==> config.mk <==
export PLATFORM = sky130hd
export DESIGN_NAME = mem_port_arbiter_flat
export DESIGN_NICKNAME = d
export VERILOG_FILES = /design/src/rtl/mem_port_arbiter_if.sv /design/src/rtl/mem_port_arbiter.sv /design/src/flat_wrapper.sv
export SDC_FILE = /design/constraint.sdc
export NUM_CORES = 1
export LEC_CHECK = 0
export CAP_MARGIN = 10
export CORE_AREA = 2 2 110 112
export DETAILED_ROUTE_END_ITERATION = 10
export DIE_AREA = 0 0 112 114
export PLACE_DENSITY = 0.75
export RECOVER_POWER = 100
export SYNTH_ARGS = -nofsm -noshare
export SYNTH_HDL_FRONTEND = slang
export SYNTH_SLANG_ARGS = --single-unit
==> constraint.sdc <==
create_clock -name clk -period 2.3 [get_ports clk]
set_clock_uncertainty 0.15 [all_clocks]
set_input_delay 0.23 -clock clk [delete_from_list [all_inputs] [get_ports clk]]
set_output_delay 0.23 -clock clk [all_outputs]
set_load 0.05 [all_outputs]
==> src/rtl/mem_port_arbiter_if.sv <==
// Bundle between the memory-port arbiter and its CPU, camera and memory.
// The arbiter takes the master modport; the surrounding system takes slave.
interface mem_port_arbiter_if #(
    parameter int DATA_W = 32,
    parameter int ADDR_W = 32
);
    logic              cpu_req;
    logic              cpu_we;
    logic [ADDR_W-1:0] cpu_addr;
    logic [DATA_W-1:0] cpu_wdata;
    logic [DATA_W-1:0] cpu_rdata;
    logic              cpu_stall;

    logic              cam_valid;
    logic [ADDR_W-1:0] cam_addr;
    logic [DATA_W-1:0] cam_wdata;
    logic              cam_last;
    logic              cam_ready;

    logic              mem_en;
    logic              mem_we;
    logic [ADDR_W-1:0] mem_addr;
    logic [DATA_W-1:0] mem_wdata;
    logic [DATA_W-1:0] mem_rdata;

    logic              frame_done;
    logic [15:0]       cam_words;

    modport master (
        input  cpu_req, cpu_we, cpu_addr, cpu_wdata,
        input  cam_valid, cam_addr, cam_wdata, cam_last,
        input  mem_rdata,
        output cpu_rdata, cpu_stall, cam_ready,
        output mem_en, mem_we, mem_addr, mem_wdata,
        output frame_done, cam_words
    );

    modport slave (
        output cpu_req, cpu_we, cpu_addr, cpu_wdata,
        output cam_valid, cam_addr, cam_wdata, cam_last,
        output mem_rdata,
        input  cpu_rdata, cpu_stall, cam_ready,
        input  mem_en, mem_we, mem_addr, mem_wdata,
        input  frame_done, cam_words
    );
endinterface

==> src/rtl/mem_port_arbiter.sv <==
// Single memory port shared by the CPU data port and a camera writer.
// CPU normally wins; a camera that has waited AGE_MAX cycles wins instead.
module mem_port_arbiter #(
    parameter int DATA_W  = 32,
    parameter int ADDR_W  = 32,
    parameter int AGE_MAX = 7
) (
    input  logic clk,
    input  logic reset,
    mem_port_arbiter_if.master bus
);

    typedef enum logic {IDLE, RD_WAIT} state_t;

    localparam logic [2:0] AGE_SAT = 3'(AGE_MAX);

    state_t            r_state;
    state_t            w_next;
    logic [2:0]        r_age;
    logic [15:0]       r_words;
    logic              r_frame_done;
    logic [DATA_W-1:0] r_rdata;
    logic              w_cam_win;
    logic              w_cpu_win;

    // No grant is possible while reset is held low.
    always_comb begin
        w_cam_win = 1'b0;
        w_cpu_win = 1'b0;
        if (reset && r_state == IDLE) begin
            w_cam_win = bus.cam_valid &&
                        (!bus.cpu_req || r_age == AGE_SAT);
            w_cpu_win = bus.cpu_req && !w_cam_win;
        end
    end

    always_comb begin
        w_next        = r_state;
        bus.mem_en    = 1'b0;
        bus.mem_we    = 1'b0;
        bus.mem_addr  = '0;
        bus.mem_wdata = '0;
        bus.cam_ready = 1'b0;
        bus.cpu_stall = bus.cpu_req;
        bus.cpu_rdata = r_rdata;
        unique case (1'b1)
            (r_state == RD_WAIT): begin
                bus.cpu_rdata = bus.mem_rdata;
                bus.cpu_stall = 1'b0;
                w_next        = IDLE;
            end
            w_cam_win: begin
                bus.cam_ready = 1'b1;
                bus.mem_en    = 1'b1;
                bus.mem_we    = 1'b1;
                bus.mem_addr  = bus.cam_addr;
                bus.mem_wdata = bus.cam_wdata;
            end
            w_cpu_win: begin
                bus.mem_en   = 1'b1;
                bus.mem_addr = bus.cpu_addr;
                if (bus.cpu_we) begin
                    bus.mem_we    = 1'b1;
                    bus.mem_wdata = bus.cpu_wdata;
                    bus.cpu_stall = 1'b0;
                end else begin
                    bus.cpu_stall = 1'b1;
                    w_next        = RD_WAIT;
                end
            end
            default: ;
        endcase
    end

    always_ff @(posedge clk or negedge reset) begin
        if (!reset) begin
            r_state      <= IDLE;
            r_age        <= '0;
            r_words      <= '0;
            r_frame_done <= 1'b0;
            r_rdata      <= '0;
        end else begin
            r_state <= w_next;
            if (!bus.cam_valid || w_cam_win)
                r_age <= '0;
            else if (r_age < AGE_SAT)
                r_age <= r_age + 3'd1;
            if (r_state == RD_WAIT)
                r_rdata <= bus.mem_rdata;
            r_frame_done <= w_cam_win && bus.cam_last;
            if (w_cam_win)
                r_words <= bus.cam_last ? 16'd0 : r_words + 16'd1;
        end
    end

    assign bus.frame_done = r_frame_done;
    assign bus.cam_words  = r_words;

endmodule

==> src/flat_wrapper.sv <==
// flat-port wrapper written by rule: the top's interface ports become plain ports
module mem_port_arbiter_flat 
#(
    parameter int DATA_W  = 32,
    parameter int ADDR_W  = 32,
    parameter int AGE_MAX = 7
)
  (clk, reset, bus_cpu_req, bus_cpu_we, bus_cpu_addr, bus_cpu_wdata, bus_cam_valid, bus_cam_addr, bus_cam_wdata, bus_cam_last, bus_mem_rdata, bus_cpu_rdata, bus_cpu_stall, bus_cam_ready, bus_mem_en, bus_mem_we, bus_mem_addr, bus_mem_wdata, bus_frame_done, bus_cam_words);
  mem_port_arbiter_if #(.DATA_W(DATA_W), .ADDR_W(ADDR_W)) bus_i ();
  input  logic clk;
  input  logic reset;
  input wire logic [$bits(bus_i.cpu_req)-1:0] bus_cpu_req;
  input wire logic [$bits(bus_i.cpu_we)-1:0] bus_cpu_we;
  input wire logic [$bits(bus_i.cpu_addr)-1:0] bus_cpu_addr;
  input wire logic [$bits(bus_i.cpu_wdata)-1:0] bus_cpu_wdata;
  input wire logic [$bits(bus_i.cam_valid)-1:0] bus_cam_valid;
  input wire logic [$bits(bus_i.cam_addr)-1:0] bus_cam_addr;
  input wire logic [$bits(bus_i.cam_wdata)-1:0] bus_cam_wdata;
  input wire logic [$bits(bus_i.cam_last)-1:0] bus_cam_last;
  input wire logic [$bits(bus_i.mem_rdata)-1:0] bus_mem_rdata;
  output wire logic [$bits(bus_i.cpu_rdata)-1:0] bus_cpu_rdata;
  output wire logic [$bits(bus_i.cpu_stall)-1:0] bus_cpu_stall;
  output wire logic [$bits(bus_i.cam_ready)-1:0] bus_cam_ready;
  output wire logic [$bits(bus_i.mem_en)-1:0] bus_mem_en;
  output wire logic [$bits(bus_i.mem_we)-1:0] bus_mem_we;
  output wire logic [$bits(bus_i.mem_addr)-1:0] bus_mem_addr;
  output wire logic [$bits(bus_i.mem_wdata)-1:0] bus_mem_wdata;
  output wire logic [$bits(bus_i.frame_done)-1:0] bus_frame_done;
  output wire logic [$bits(bus_i.cam_words)-1:0] bus_cam_words;
  assign bus_i.cpu_req = bus_cpu_req;
  assign bus_i.cpu_we = bus_cpu_we;
  assign bus_i.cpu_addr = bus_cpu_addr;
  assign bus_i.cpu_wdata = bus_cpu_wdata;
  assign bus_i.cam_valid = bus_cam_valid;
  assign bus_i.cam_addr = bus_cam_addr;
  assign bus_i.cam_wdata = bus_cam_wdata;
  assign bus_i.cam_last = bus_cam_last;
  assign bus_i.mem_rdata = bus_mem_rdata;
  assign bus_cpu_rdata = bus_i.cpu_rdata;
  assign bus_cpu_stall = bus_i.cpu_stall;
  assign bus_cam_ready = bus_i.cam_ready;
  assign bus_mem_en = bus_i.mem_en;
  assign bus_mem_we = bus_i.mem_we;
  assign bus_mem_addr = bus_i.mem_addr;
  assign bus_mem_wdata = bus_i.mem_wdata;
  assign bus_frame_done = bus_i.frame_done;
  assign bus_cam_words = bus_i.cam_words;
  mem_port_arbiter #(.DATA_W(DATA_W), .ADDR_W(ADDR_W), .AGE_MAX(AGE_MAX)) u_core (.clk(clk), .reset(reset), .bus(bus_i));
endmodule
# Word-level counts from Yosys, hierarchy flattened

Cells that the tools add are included.

Flip-flop bits (word level): 53
Input port bits: 166
Logic and storage cells: 37

$add $sub $neg: 2
Order comparisons: 1
Eq/ne operators: 1
Muxes and demuxes: 16
Bitwise operators: 1
Reductions and logical operators: 11

Operators by type and width:

| kind                                           | number |
|---|---|
| one-hot mux 32 bit (2 select lines)            | 2 |
| 2-to-1 mux 32 bit                              | 2 |
| adder 16 x 1 -> 16 bit (second input constant) | 1 |
| 2-to-1 mux 16 bit                              | 1 |
| 2-to-1 mux 1 bit                               | 7 |
| 2-to-1 mux 3 bit                               | 2 |
| logical AND 1 bit                              | 4 |
| one-hot mux 1 bit (2 select lines)             | 2 |
| adder 3 x 1 -> 3 bit (second input constant)   | 1 |
| equality test 3 bit (second input constant)    | 1 |
| logical NOT 1 bit                              | 3 |
| < comparator 3 bit (second input constant)     | 1 |
| logical OR 1 bit                               | 2 |
| nonzero test 2 bit                             | 1 |
| OR reduction 2 bit                             | 1 |
| NOT 1 bit                                      | 1 |

# Longest topological paths before layout

Depth after elaboration: 8
Depth in mapped cells: 10
Mapped depth without buffers: 7

# Worst setup path after synthesis

OpenSTA, ideal clock, no wires.

Path type: reg-to-output
Start: register u_core.r_age[0]
End: output bus_cpu_stall
Arrival: 2.668 ns
Path slack: -0.748 ns
Stages on the path, launching flop included: 10
Buffers on the path: 3
Cells stage by stage: dfrtp_1 ha_1 ha_1 nand2_1 and3_1 clkbuf_1 and2_0 clkbuf_1 clkbuf_1 nor3b_1

Cells in the longest elaborated chain, start to end: 7

Ends and longest elaborated chain:

| element                            | line                   | text |
|---|---|---|
| from (decl)                        | mem_port_arbiter.sv:19 | `logic [2:0] r_age;` |
| from (signal assigned)             | mem_port_arbiter.sv:87 | `r_age <= r_age + 3'd1;` |
| equality test 3 bit                | mem_port_arbiter.sv:32 | `(!bus.cpu_req \|\| r_age == AGE_SAT);` |
| logical OR 1 bit                   | mem_port_arbiter.sv:32 |  |
| logical AND 1 bit                  | mem_port_arbiter.sv:31 | `w_cam_win = bus.cam_valid &&` |
| logical NOT 1 bit                  | mem_port_arbiter.sv:33 | `w_cpu_win = bus.cpu_req && !w_cam_win;` |
| logical AND 1 bit                  | mem_port_arbiter.sv:33 |  |
| 2-to-1 mux 1 bit                   | mem_port_arbiter.sv:30 | `if (reset && r_state == IDLE) begin` |
| one-hot mux 1 bit (2 select lines) | mem_port_arbiter.sv:46 | `unique case (1'b1)` |
| to (decl)                          | flat_wrapper.sv:22     | `output wire logic [$bits(bus_i.cpu_stall)-1:0] bus_cpu_stall;` |

No other way between the ends.

# Worst setup path after layout

Start: register u_core.r_age[0]
End: output bus_mem_addr[11]

Cells in the longest elaborated chain, start to end: 7
Elaborated cells between the ends (all ways): 8
Classes of those cells: 1 x eq/ne; 3 x mux; 4 x reduce/logical

Ends and longest elaborated chain:

| element                                 | line                   | text |
|---|---|---|
| equality test 3 bit (*)                 | mem_port_arbiter.sv:32 |  |
| logical OR 1 bit (*)                    | mem_port_arbiter.sv:32 |  |
| logical AND 1 bit (*)                   | mem_port_arbiter.sv:31 |  |
| logical NOT 1 bit                       | mem_port_arbiter.sv:33 |  |
| logical AND 1 bit                       | mem_port_arbiter.sv:33 |  |
| 2-to-1 mux 1 bit                        | mem_port_arbiter.sv:30 |  |
| one-hot mux 32 bit (2 select lines) (*) | mem_port_arbiter.sv:46 |  |
| to (decl)                               | flat_wrapper.sv:26     | `output wire logic [$bits(bus_i.mem_addr)-1:0] bus_mem_addr;` |

Every way passes the cells marked *; elsewhere a longest branch is shown, timed or not.

==> out/summary.txt <==
Netlist Area Pre-Place -> 2890 µm²
Most crowded layer after global routing -> met2
Post-layout min period -> 2.43 ns
Wirelength per Cell -> 19.7 µm
FMAX -> 412 MHz
R2r setup slk -> 0.13 ns
Post-detail-place hpwl -> 11.0 mm
Arrival time worst endpoint -> 2.05 ns
Synth Area in Compound Gates -> 0.246
Slew @ Worst Pin -> 1.14 ns
RSZ-0062 raised after global routing -> yes
Ports -> 283
Initial Utilization -> 0.247
Post-synthesis net count -> 431
Largest net degree at the start of global routing -> 46
Main combinational cell family by area after synthesis -> compound AO/OA/AOI/OAI gates
Yosys top cell area share -> 0.459
Cts bufs inserted -> 5
Die width -> 112 µm
Vias/cell -> 4.93
Synth unique cells -> 33
Die height -> 114 µm
Endpoints failing hold -> 0
Crit Path Category -> flip-flop to output port
Row Count -> 40
N_diodes -> 0
Synth Area in Adders -> 0.0130
CTS tree -> built
Core Area -> 11700 µm²
Endpoints failing setup -> 65
Root buf cell -> clkbuf_16
Area contributors post-synth -> dfrtp_1 (46%), a22o_1 (19%), mux2_2 (12%), a21oi_1 (2.1%), clkbuf_1 (2.1%)
Yosys reg bits -> 53
Total gr overflow -> 0
First-pass GRT wire length -> 21.2 mm
GRT met1 Usage -> 0.230
Number of max-slew violations in the final report -> 0
Final Worst Setup Slack -> -0.129 ns
Routed wire length -> 14.0 mm
Max-cap violation count -> 0
Via Count -> 3493
Non-Filler Instances -> 709
Worst Hold Class -> input port to async pin
Longest Clk Path Bufs -> 2
Slew margin rel. -> 0.243
FF-to-FF Start -> u_core.r_age[0]
Power per Cell Area -> 564 nW/µm²
Status -> finished, violations left
Critical Path End Type -> output port
Fin nets -> 730
Reg clk slew, reported paths -> 0.07 ns
Die ar. -> 12800 µm²
Gpl congestion -> 0.866
Syn avg cell area -> 11.0 µm²
Final Cycle Share -> 1.06
Number of global-route vias before repair -> 3883
Synth warnings -> 0
1st-iter DRT viols -> 136
Violated checks -> setup timing
R2r worst-path depth -> 7
Worst reg2reg endpoint -> u_core.bus.cam_words[13]
Worst-Skew Late Latency -> 0.28 ns
Fraction of final layout cells sized beyond drive strength 1 -> 0.379
Most numerous cell in the Yosys netlist -> a22o_1
Post-synthesis mux area share -> 0.125
IO Port Bufs -> 282
Drt pass-1 iters -> 4
Leak -> 3.34 nW
Post-Synth Simple-Gate Area -> 0.106
Post-Synth XOR/XNOR Area -> 0.00909
Area Growth Syn to Fin -> 165%
Tot Pwr -> 0.00432 W
Grt met2 use -> 0.404
Grt met3 use -> 0.0537
Sequential share of the synthesized area -> 0.459
Biggest area consumer among synthesized cells -> dfrtp_1
Dpl cells -> 691
Post-synth EDFFs -> 0
Top FF cell, synth -> dfrtp_1
Worst EP required -> 1.92 ns
Fin Setup TNS -> -6.26 ns
Clk sinks -> 53
Crit Path Max Fanout -> 15
Worst hold margin -> 0.281 ns
Post-route ant nets -> 0
Top post-synthesis cells by count -> a22o_1 (64), dfrtp_1 (53), mux2_2 (32), clkbuf_1 (16)
Htree depth -> 2
# DRC -> 0
Synth Instances -> 262
Total GRT Usage -> 0.211
DP Worst Slack -> -0.117 ns
Antenna violations before repair -> 0
CP Launch Type -> flip-flop
VDD IR-drop max -> 563 µV
Ys async rst share -> 1.00
worst max path at each step:
stage	from	endpoint	slack, ns	cells after the start
global placement	bus_cpu_req	bus_mem_we	-0.06	7
floorplan	u_core.r_age[0]	bus_mem_addr[12]	-0.06	9
finish	u_core.r_age[0]	bus_mem_addr[11]	-0.13	8
CTS	u_core.r_age[0]	bus_mem_addr[11]	-0.12	8
detailed placement	u_core.r_age[0]	bus_mem_we	-0.12	8
global route	u_core.r_age[0]	bus_mem_addr[11]	-0.18	8
report_power, final:
part	leakage (nW)	switching, W	total, W	internal, W
clock	0.0641	0.000320	0.000725	0.000405
combinational	2.62	0.00126	0.00246	0.00120
sequential	0.651	0.0000637	0.00114	0.00108
total	3.34	0.00164	0.00432	0.00268
registers in the layout (all words and copies together), names as in the netlist:
| register | count |
|---|---|
| u_core.bus.frame_done | 1 |
| u_core.r_state | 1 |
| u_core.r_rdata | 32 |
| u_core.bus.cam_words | 16 |
| u_core.r_age | 3 |
worst max-delay path: stages, from the launching register on:
cell      delay, ns
dfrtp_1        0.40
ha_2           0.20
ha_4           0.17
nor2b_4        0.11
or2_4          0.17
clkinv_8       0.10
buf_16         0.17
a22o_2         0.28
buf_6          0.15
timing repair:
action	CTS	global route
setup buffers	3	1
endpoints found under the hold margin	8	0
pin swaps	12	9
resized for setup	71	9
endpoints found under the setup margin	67	72
hold buffers	2	0
cloned	4	0
layout make-up:
| cell class | count | area (µm²) |
|---|---|---|
| clock buffers | 7 | 133 |
| clock inverters | 1 | 7.51 |
| fillers | 871 | 4050 |
| inverters | 4 | 27.5 |
| multi-input cells | 182 | 2030 |
| flip-flops and latches | 53 | 1330 |
| well taps | 147 | 184 |
| repair buffers | 315 | 3950 |
through the flow:
stage                     instance area [µm²]  utilization
after floorplan                          3440            -
after global placement                   7040        0.601
after detailed placement                 7040        0.601
after CTS                                7620        0.651
after global routing                     7660        0.654
final                                    7660        0.654
metal layers:
layer | vias up | share of wire
met5 | - | 0
met4 | 0 | 0.019
met3 | 16 | 0.068
met2 | 169 | 0.55
met1 | 1695 | 0.36
li1 | 1613 | -
cells in the final DEF (no fill, tap or decap), types with 2 or more instances in the layout:
cell,netlist,routed
buf_16,0,5
clkbuf_16,0,5
xnor2_1,2,2
nand4_1,3,3
o21ai_0,8,8
buf_6,2,17
a22o_2,0,3
or4_1,4,3
or4_4,1,2
clkdlybuf4s50_1,0,180
buf_4,0,22
a22o_4,0,61
buf_12,0,67
nor2_1,6,6
or2_4,0,2
nor2b_1,3,2
a31oi_1,2,2
dlygate4sd3_1,0,3
mux2_1,0,31
nand2_1,12,12
nand3_1,6,6
inv_1,4,3
buf_8,0,18
o31ai_1,3,3
dfrtp_1,53,53
or3_1,5,5
clkbuf_1,16,4
a21oi_1,12,12
nor4_1,4,4
kinds of logic after synthesis:
| family | Yosys count |
|---|---|
| AOI/OAI and AO/OA | 91 |
| and+or+nand+nor | 53 |
| DFF | 53 |
| muxes | 32 |
| buffers and inverters | 27 |
| xor gates and xnor gates | 3 |
| adders and majority gates | 3 |
Power figures use the tool's default switching activity.
